<file path="config.mk">
export PLATFORM = sky130hd
export DESIGN_NAME = key_input_array
export DESIGN_NICKNAME = d
export VERILOG_FILES = /design/src/rtl/key_input_array.sv
export SDC_FILE = /design/constraint.sdc
export NUM_CORES = 1
export LEC_CHECK = 0
export ABC_AREA = 1
export CAP_MARGIN = 20
export CORE_MARGIN = 2
export CORE_UTILIZATION = 35
export DETAILED_ROUTE_END_ITERATION = 10
export GPL_ROUTABILITY_DRIVEN = 1
export PLACE_DENSITY = 0.6
export SYNTH_ARGS = -nofsm -noshare
export SYNTH_HDL_FRONTEND = slang
export SYNTH_SLANG_ARGS = --single-unit
</file>
<file path="constraint.sdc">
create_clock -name clock -period 5.3 [get_ports clock]
set_input_delay 1.06 -clock clock [delete_from_list [all_inputs] [get_ports clock]]
set_output_delay 1.06 -clock clock [all_outputs]
set_load 0.05 [all_outputs]
</file>
<file path="src/rtl/key_input_array.sv">
// Multi-channel key front end: polarity normalise, 2-flop synchronise, sampled debounce,
// press/release edge pulses and optional auto-repeat. The auto-repeat strobe is exported
// as repeat_pulse because "repeat" is a reserved word.
module key_input_array #(
    parameter int unsigned CHANNELS            = 8,
    parameter int unsigned CLOCK_HZ            = 12_000_000,
    parameter int unsigned SAMPLE_HZ           = 10_000,
    parameter int unsigned FILTER_COUNT        = 3,
    parameter int unsigned ACTIVE_LOW          = 1,
    parameter int unsigned REPEAT_DELAY_TICKS  = 5000,
    parameter int unsigned REPEAT_PERIOD_TICKS = 1000
) (
    input  logic                clock,
    input  logic                reset_n,
    input  logic [CHANNELS-1:0] keys_async,
    input  logic                bypass,
    input  logic                repeat_enable,
    output logic [CHANNELS-1:0] key_state,
    output logic [CHANNELS-1:0] pressed,
    output logic [CHANNELS-1:0] released,
    output logic [CHANNELS-1:0] repeat_pulse
);

    localparam int unsigned DIV = CLOCK_HZ / SAMPLE_HZ;
    localparam int unsigned DW  = (DIV > 1) ? $clog2(DIV) : 1;
    localparam int unsigned CW  = (FILTER_COUNT > 0) ? $clog2(FILTER_COUNT + 1) : 1;
    localparam int unsigned RW  = $clog2(REPEAT_DELAY_TICKS + 1);

    localparam logic [DW-1:0] DIV_ONE     = DW'(1);
    localparam logic [DW-1:0] DIV_LAST    = DW'(DIV - 1);
    localparam logic [CW-1:0] CNT_ONE     = CW'(1);
    localparam logic [CW-1:0] CNT_LAST    = CW'(FILTER_COUNT);
    localparam logic [RW-1:0] RCNT_ONE    = RW'(1);
    localparam logic [RW-1:0] RCNT_FIRE   = RW'(REPEAT_DELAY_TICKS);
    localparam logic [RW-1:0] RCNT_RELOAD = RW'(REPEAT_DELAY_TICKS - REPEAT_PERIOD_TICKS);

    logic [CHANNELS-1:0] raw;
    logic [CHANNELS-1:0] sync_a;
    logic [CHANNELS-1:0] sync_b;
    logic [CHANNELS-1:0] filt;
    logic [CHANNELS-1:0] prev;
    logic [CHANNELS-1:0] repeat_q;
    logic [CW-1:0]       cnt  [CHANNELS];
    logic [RW-1:0]       rcnt [CHANNELS];
    logic [DW-1:0]       div_cnt;
    logic                tick;

    assign raw  = (ACTIVE_LOW != 0) ? ~keys_async : keys_async;
    assign tick = (div_cnt == DIV_LAST);

    // Two-flop synchroniser on the normalised (1 = pressed) pins.
    always_ff @(posedge clock or negedge reset_n) begin
        if (!reset_n) begin
            sync_a <= '0;
            sync_b <= '0;
        end else begin
            sync_a <= raw;
            sync_b <= sync_a;
        end
    end

    // Shared sample-rate prescaler; tick marks the last cycle of each sample period.
    always_ff @(posedge clock or negedge reset_n) begin
        if (!reset_n) begin
            div_cnt <= '0;
        end else if (tick) begin
            div_cnt <= '0;
        end else begin
            div_cnt <= div_cnt + DIV_ONE;
        end
    end

    // Debounce: filt flips after FILTER_COUNT consecutive differing samples; bypass tracks sync.
    always_ff @(posedge clock or negedge reset_n) begin
        if (!reset_n) begin
            filt <= '0;
            for (int i = 0; i < int'(CHANNELS); i++) begin
                cnt[i] <= '0;
            end
        end else if (bypass) begin
            // Keep filt aligned so that leaving bypass produces no edge.
            filt <= sync_b;
            for (int i = 0; i < int'(CHANNELS); i++) begin
                cnt[i] <= '0;
            end
        end else if (tick) begin
            for (int i = 0; i < int'(CHANNELS); i++) begin
                if (sync_b[i] != filt[i]) begin
                    if (cnt[i] + CNT_ONE == CNT_LAST) begin
                        filt[i] <= ~filt[i];
                        cnt[i]  <= '0;
                    end else begin
                        cnt[i] <= cnt[i] + CNT_ONE;
                    end
                end else begin
                    cnt[i] <= '0;
                end
            end
        end
    end

    assign key_state = bypass ? sync_b : filt;

    // Previous debounced level for edge decoding.
    always_ff @(posedge clock or negedge reset_n) begin
        if (!reset_n) begin
            prev <= '0;
        end else begin
            prev <= key_state;
        end
    end

    assign pressed  = key_state & ~prev;
    assign released = ~key_state & prev;

    // Auto-repeat: count held ticks, fire at the delay, then reload for the period.
    always_ff @(posedge clock or negedge reset_n) begin
        if (!reset_n) begin
            repeat_q <= '0;
            for (int i = 0; i < int'(CHANNELS); i++) begin
                rcnt[i] <= '0;
            end
        end else begin
            for (int i = 0; i < int'(CHANNELS); i++) begin
                repeat_q[i] <= 1'b0;
                if (!key_state[i] || !repeat_enable) begin
                    rcnt[i] <= '0;
                end else if (tick) begin
                    if (rcnt[i] + RCNT_ONE == RCNT_FIRE) begin
                        repeat_q[i] <= 1'b1;
                        rcnt[i]     <= RCNT_RELOAD;
                    end else begin
                        rcnt[i] <= rcnt[i] + RCNT_ONE;
                    end
                end
            end
        end
    end

    assign repeat_pulse = repeat_q;

endmodule

</file>
======== Word-level counts from Yosys, hierarchy flattened ========
Cells that the tools add are included.
Widths: inputs -> output; s select.
operators by class
  muxes and demuxes ....................... 86
  bitwise operators ....................... 13
  reductions and logical operators ........ 50
  add/subtract/negate cells ............... 17
  eq/ne operators ......................... 25
operator list
  operator               number
  $mux 13                24
  $add 13x1->13 const B  8
  $eq 13x13->1 const B   8
  $reduce_bool 2->1      25
  $mux 1                 40
  $mux 16                2
  $mux 2                 16
  $mux 8                 3
  $not 8->8              3
  $reduce_and 3->1       8
  $add 2x1->2 const B    8
  $and 8x8->8            2
  $eq 2x2->1 const B     8
  $add 11x1->11 const B  1
  $eq 11x11->1 const B   1
  $mux 11                1
  $logic_not 1->1        9
  $logic_or 1x1->1       8
  $ne 1x1->1             8
  $not 1->1              8
storage, ports and cells
  bits of input ports ..................... 12
  word-level logic and storage cells ...... 220
  output and inout bits ................... 32
  flip-flop bits (word level) ............. 171

======== Logic depth before layout (Yosys ltp) ========
Gate-level depths: netlist of run 1.
  word-level depth ........................ 6
  mapped depth ............................ 12
  depth with buffers taken out ............ 12

======== Worst setup path before layout of run 1 ========
Ideal clock, no wire load.
  kind .................................... input -> output
  start ................................... input port bypass
  end ..................................... output port released[6]
  buffers on the path ..................... 2
  data required time ...................... 4.240 ns
  stages on the path ...................... 7
  path slack .............................. 1.664 ns
  arrival time ............................ 2.576 ns
  path through ............................ buf_4 -> inv_4 -> buf_6 -> nand2_1 -> o21ai_1 -> inv_1 -> nor2_1
on the way
  word-level cells in the longest chain between the ends .. 3
ends and longest elaborated chain
  element                 RTL line  text
  start, declared         16        input logic bypass,
  $mux 8                  102       assign key_state = bypass ? sync_b : filt;
  named net key_state[6]  18        output logic [CHANNELS-1:0] key_state,
  $not 8->8               114       assign released = ~key_state & prev;
  $and 8x8->8             114
  end, declared           20        output logic [CHANNELS-1:0] released,
The timed path passes the listed nets, and every way through them passes these cells.

======== Worst setup path in the final report of run 1 ========
  start ................................... input port bypass
  end ..................................... output port released[7]
on the way
  word-level cells in the longest chain between the ends .. 3
ends and longest elaborated chain
  element      RTL line
  $mux 8       102
  $not 8->8    114
  $and 8x8->8  114
Every way passes these cells.

==> results of run 1 <==
==> final timing paths <==
path / slack, ns / end / depth (start not counted) / startpoint
worst max-delay path: 0.79 / released[7] / 6 / bypass
worst min-delay path: 0.35 / sync_b[0]$_DFF_PN0_ / 0 / sync_a[0]$_DFF_PN0_
worst max register to register: 3.15 / rcnt[81]$_DFFE_PN0P_ / 9 / div_cnt[0]$_DFF_PN0_
worst min register to register: 0.35 / sync_b[0]$_DFF_PN0_ / 0 / sync_a[0]$_DFF_PN0_
max in group asynchronous: 3.54 / repeat_pulse[3]$_DFF_PN0_ / 2 / reset_n
min in group asynchronous: 0.72 / rcnt[20]$_DFFE_PN0P_ / 1 / reset_n
==> layer usage <==
| metal | global-route usage (%) | part of all wire (%) |
|---|---|---|
| met1 | 21.1 | 50 |
| met2 | 27.1 | 47 |
| met3 | 2.54 | 2.6 |
| met4 | 3.86 | 0.94 |
| met5 | 0 | 0 |
==> logic make-up (layout without fill, tap and decap cells) <==
family,after synthesis,count (layout),synth area share [%]
compound gates,133,133,7.59
xor+xnor,27,27,2.43
fa+ha+maj,9,9,1.16
buf+inv,219,292,8.82
flops,171,171,44.0
simple gates,818,818,36.0
==> power by group through the flow <==
stage                     Combinational [W]  Sequential (W)  Clock, W
after floorplan                    0.000126         0.00135         0
after global placement             0.000217         0.00136         0
after detailed placement           0.000218         0.00136         0
after CTS                          0.000219         0.00133   0.00139
after global routing               0.000235         0.00133   0.00144
final                              0.000214         0.00133   0.00135
==> cells in the final DEF (no fill, tap or decap), types with 3 or more instances in the layout <==
cell	count
nor2_2	9
clkbuf_1	3
or2_2	5
bufinv_16	4
clkdlybuf4s50_1	42
nand4_1	29
o21ai_0	66
o22ai_1	20
nor3_1	19
nor2_4	6
nor2_1	183
clkbuf_16	17
nand2_2	4
ha_1	9
a21oi_1	25
inv_1	205
xnor2_1	4
inv_2	5
xor2_1	23
o21ai_2	7
clkinv_2	3
nand2_1	448
dfrtp_1	171
o21ai_1	7
buf_4	5
nand3_1	103
o31ai_1	6
clkbuf_8	3
==> worst max-delay path: stages <==
cell,delay [ns]
clkdlybuf4s50_1,0.69
inv_4,0.23
o21ai_0,0.44
inv_1,0.13
nor2_1,0.11
clkdlybuf4s50_1,0.80
==> per-stage QoR <==
stage | instances | instance area [um2] | hold slack [ns] | util, %
after global routing | 1822 | 11200 | 0.356 | 41.4
after global placement | 1790 | 10600 | 0.333 | 39.1
after CTS | 1822 | 11200 | 0.354 | 41.4
after floorplan | 1377 | 9720 | 0.331 | -
after detailed placement | 1790 | 10600 | 0.339 | 39.1
final | 1822 | 11200 | 0.351 | 41.4
==> flip-flops by register name, summed over array words and instances (netlist names) <==
name / cells
rcnt: 104
cnt: 16
div_cnt: 11
filt: 8
prev: 8
repeat_pulse: 8
sync_a: 8
sync_b: 8
==> cell type report <==
cell class	count	area share, %
Clock buffer	22	4.14
Clock inverter	10	1.45
Inverter	212	7.12
Multi-Input combinational cell	987	40.8
Sequential cell	171	38.1
Tap cell	372	4.15
Timing Repair Buffer	48	4.20
==> out/results.tsv, run 1 <==
stage	metric	value	unit
finish	area_growth	15.5	%
worst_setup_path	path_class	input pin to output pin	
yosys	yosysWarnings	0	
yosys	synth_seq_cells	171	
yosys	synthFlopType	dfrtp_1	
routing	drc	0	
placement	pre_cts_ws	0.732	ns
floorplanning	initial_core_util	35.8	%
power	power_switching	0.000698	W
routing	wl_per_cell	11.9	um
clocking	root_buffer	clkbuf_16	
yosys	synth-edff-count	0	
worst_setup_path	critical_path.max_fanout	26	
yosys	synthDistinctLibCells	35	
clocking	cts_buffers	17	
floorplanning	core-area	0.0271	mm2
finish	diodes	0	
routing	postRouteAntennaNets	0	
routing	vias_per_cell	4.69	
routing	num_vias	8549	
floorplanning	die_y	171	um
timing	slew_headroom	41.6	%
finish	multi_input_comb_area	0.00458	mm2
clocking	cts_tree	built	
timing	fin_crit	4.51	ns
global_routing	grt_usage	15.9	%
global_routing	antenna_found_initial	0	
power	intPower	0.00220	W
worst_setup_path	required	4.24	ns
worst_setup_path	start_kind	input pin	
timing	fin_skew	0.00969	ns
floorplanning	rows	60	
yosys	synth_nets	1398	
yosys	synth_cells	1377	
power	pwr-share-comb	7.4	%
power	power.leakage	5.27	nW
yosys	synth.area.top_cells	dfrtp_1 44%, nand2_1 17%, inv_1 7.9%, nor2_1 7.1%, nand3_1 5.3%	
timing	rsz0062_at_grt	no	
clocking	post_cts_resized	0	
floorplanning	die-area	0.0291	mm2
floorplanning	io_pins	44	
global_routing	grt_max_degree	105	
status	status	finished, final reports clean	
timing	max_freq	221	MHz
finish	fin_nets	1458	
global_routing	grt_pass1_wl	38200	um
power	power_frac_seq	46.1	%
yosys	async_reset_ff_share	100	%
placement	portBuffers	43	
yosys	synth.most_common_cell	nand2_1	
power	power.density	258	mW/mm2
yosys	synth_commonest_cells	448 x nand2_1, 205 x inv_1, 183 x nor2_1, 171 x dfrtp_1, 103 x nand3_1	
yosys	syn_area_per_cell	7.06	um2
finish	nFillCells	2806	
power	power	0.00289	W
power	switching_share	24.1	%
timing	hold_viol	0	
yosys	synth_top_area_cell	dfrtp_1	
clocking	cts.hold.buffers_added	0	
timing	worst_pin_slew	0.876	ns
power	ir_worst_vdd	0.194	mV
clocking	cts_sinks	171	
routing	drt_iter0_markers	583	
power	power_frac_clock	46.5	%
clocking	cts.clk_slew.worst_paths	0.06	ns
clocking	htreeDepth	4	
timing	fin_crit_sh	85.2	%
timing	fin_tns_setup	0	ns
yosys	synth-seq-area-share	44.0	%
clocking	clockBufferDepth	2	
timing	setup_viol	0	
finish	drive_gt1_share	5.66	%
global_routing	gr-total-overflow	0	
yosys	yosysTopAreaCellShare	44.0	%
flow_run	cap_violations	0	
routing	wl	21700	um
clocking	insertion_delay	0.42	ns
floorplanning	die_x	171	um
finish	regArea	0.00428	mm2
timing	maxSlewViolCount	0	
worst_hold_path	min-delay-path-class	flop to flop	
worst_setup_path	critPathArrivalTime	3.45	ns
clocking	post_cts_buffers	0	
routing	dr.pass1.iters	6	
global_routing	grt_pass1_vias	8223	
placement	place_hpwl	15100	um
timing	setup_ws	0.785	ns
yosys	syn_area	0.00972	mm2
worst_setup_path	end_kind	output pin	
placement	place_congestion	0.882	
Power figures use the tool's default switching activity.
==> run 2: changes to the inputs <==
--- a/config.mk
+++ b/config.mk
@@ -12,6 +12,7 @@
 export DETAILED_ROUTE_END_ITERATION = 10
 export GPL_ROUTABILITY_DRIVEN = 1
 export PLACE_DENSITY = 0.6
+export REMOVE_ABC_BUFFERS = 1
 export SYNTH_ARGS = -nofsm -noshare
 export SYNTH_HDL_FRONTEND = slang
 export SYNTH_SLANG_ARGS = --single-unit
==> out/results.tsv, run 2 (synthesis results as in run 1) <==
stage	metric	value	unit
clocking	htreeDepth	4	
finish	final_common_cell	nand2_1	
timing	maxSlewViolCount	0	
finish	nFillCells	2778	
timing	slew_headroom	35.3	%
worst_setup_path	crit_start	bypass	
timing	fin_tns_setup	0	ns
power	power_frac_clock	45.3	%
placement	place_congestion	0.863	
clocking	cts_buffers	17	
finish	diodes	0	
placement	portBuffers	43	
global_routing	grt_usage	15.9	%
routing	num_vias	8514	
clocking	insertion_delay	0.43	ns
worst_setup_path	reg2reg_from	div_cnt[0]$_DFF_PN0_	
timing	fin_skew	0.0101	ns
worst_setup_path	critical_path.max_fanout	26	
finish	fin_nets	1457	
worst_setup_path	rrSetupSlack	3.18	ns
timing	rsz0062_at_grt	no	
finish	largest_reg_flops	104	
floorplanning	io_pins	44	
power	intPower	0.00212	W
power	power_frac_seq	47.2	%
power	switching_share	24.8	%
finish	area_growth	15.2	%
worst_setup_path	path_class	input pin to output pin	
global_routing	grt_max_degree	117	
timing	worst_pin_slew	0.971	ns
routing	wl_per_cell	11.8	um
floorplanning	die-area	0.0291	mm2
timing	fin_crit_sh	85.8	%
power	power_switching	0.000699	W
timing	max_freq	220	MHz
power	power.leakage	5.25	nW
floorplanning	die_y	171	um
routing	postRouteAntennaNets	0	
routing	drt_iter0_markers	544	
flow_run	cap_violations	0	
worst_setup_path	r2r_cells	7	
routing	wl	21500	um
worst_setup_path	start_kind	input pin	
global_routing	grt_pass1_wl	37900	um
clocking	cts.hold.buffers_added	0	
power	pwr-share-comb	7.5	%
timing	fin_crit	4.55	ns
power	ir_worst_vdd	0.180	mV
floorplanning	initial_core_util	35.8	%
worst_setup_path	critPathArrivalTime	3.49	ns
global_routing	gr-total-overflow	0	
timing	setup_viol	0	
finish	layout_common_cells	448 x nand2_1, 205 x inv_1, 183 x nor2_1	
clocking	root_buffer	clkbuf_16	
global_routing	grt_pass1_vias	8166	
routing	vias_per_cell	4.68	
timing	setup_ws	0.752	ns
floorplanning	core-area	0.0271	mm2
status	status	finished, final reports clean	
finish	top_register	rcnt	
routing	drc	0	
worst_setup_path	required	4.24	ns
worst_hold_path	hp-start	sync_a[3]$_DFF_PN0_	
clocking	cts_tree	built	
worst_setup_path	cp-endpoint	released[7]	
worst_setup_path	end_kind	output pin	
worst_hold_path	min-delay-path-class	flop to flop	
placement	place_hpwl	15100	um
floorplanning	rows	60	
clocking	clockBufferDepth	2	
floorplanning	die_x	171	um
timing	hold_viol	0	
clocking	cts_sinks	171	
global_routing	antenna_found_initial	0	
clocking	cts.clk_slew.worst_paths	0.06	ns
finish	drive_gt1_share	5.66	%
placement	pre_cts_ws	0.741	ns
routing	dr.pass1.iters	5	
finish	largest_registers	rcnt x104, cnt x16, div_cnt x11	
clocking	post_cts_resized	0	
power	power.density	252	mW/mm2
worst_setup_path	r2r_end	rcnt[88]$_DFFE_PN0P_	
clocking	post_cts_buffers	0	
[run 2: critical path, cell delays in order]
cell	delay (ns)
clkdlybuf4s50_1	0.70
inv_4	0.23
o21ai_0	0.42
inv_1	0.14
nor2_1	0.11
clkdlybuf4s50_1	0.81
[run 2: layer usage]
layer,vias to the layer above,routed length [um],share of wire [%],GRT usage [%]
met5,-,0,0,0
met4,0,284,1.3,4.61
met3,23,646,3.0,2.82
met2,126,9870,46,26.1
met1,3914,10700,50,21.6
li1,4451,-,-,-
[run 2: how the worst min path moves through the flow]
stage | to | slack [ns] | cells past startpoint
after floorplan | sync_b[0]$_DFF_PN0_ | 0.33 | 0
after global placement | sync_b[1]$_DFF_PN0_ | 0.33 | 0
after detailed placement | sync_b[6]$_DFF_PN0_ | 0.33 | 0
after CTS | sync_b[6]$_DFF_PN0_ | 0.35 | 0
after global routing | sync_b[6]$_DFF_PN0_ | 0.36 | 0
final | sync_b[3]$_DFF_PN0_ | 0.35 | 0
[run 2: layout make-up]
| cell class | count | area (um2) | share of cell area [%] |
|---|---|---|---|
| Clock buffer | 23 | 488 | 4.36 |
| Timing Repair Buffer | 47 | 464 | 4.15 |
| Clock inverter | 9 | 113 | 1.01 |
| Sequential cell | 171 | 4280 | 38.2 |
| Inverter | 212 | 800 | 7.15 |
| Tap cell | 372 | 465 | 4.16 |
| Multi-Input combinational cell | 987 | 4580 | 40.9 |
[run 2: metrics by stage]
step	cell area (um2)	util [%]	total power, W	hold slack, ns	std cells
final	11200	41.3	0.00282	0.347	1821
after global routing	11200	41.3	0.00294	0.357	1821
after CTS	11200	41.3	0.00287	0.350	1821
after detailed placement	10600	39.1	0.00157	0.335	1789
after global placement	10600	39.1	0.00157	0.333	1789
after floorplan	9660	-	0.00148	0.331	1370
[run 2: power groups by stage]
stage                     clock network [W]  logic [W]  registers [W]
after global placement                    0   0.000215        0.00136
after floorplan                           0   0.000123        0.00135
final                               0.00128   0.000211        0.00133
after global routing                0.00138   0.000233        0.00134
after CTS                           0.00132   0.000217        0.00133
after detailed placement                  0   0.000216        0.00136
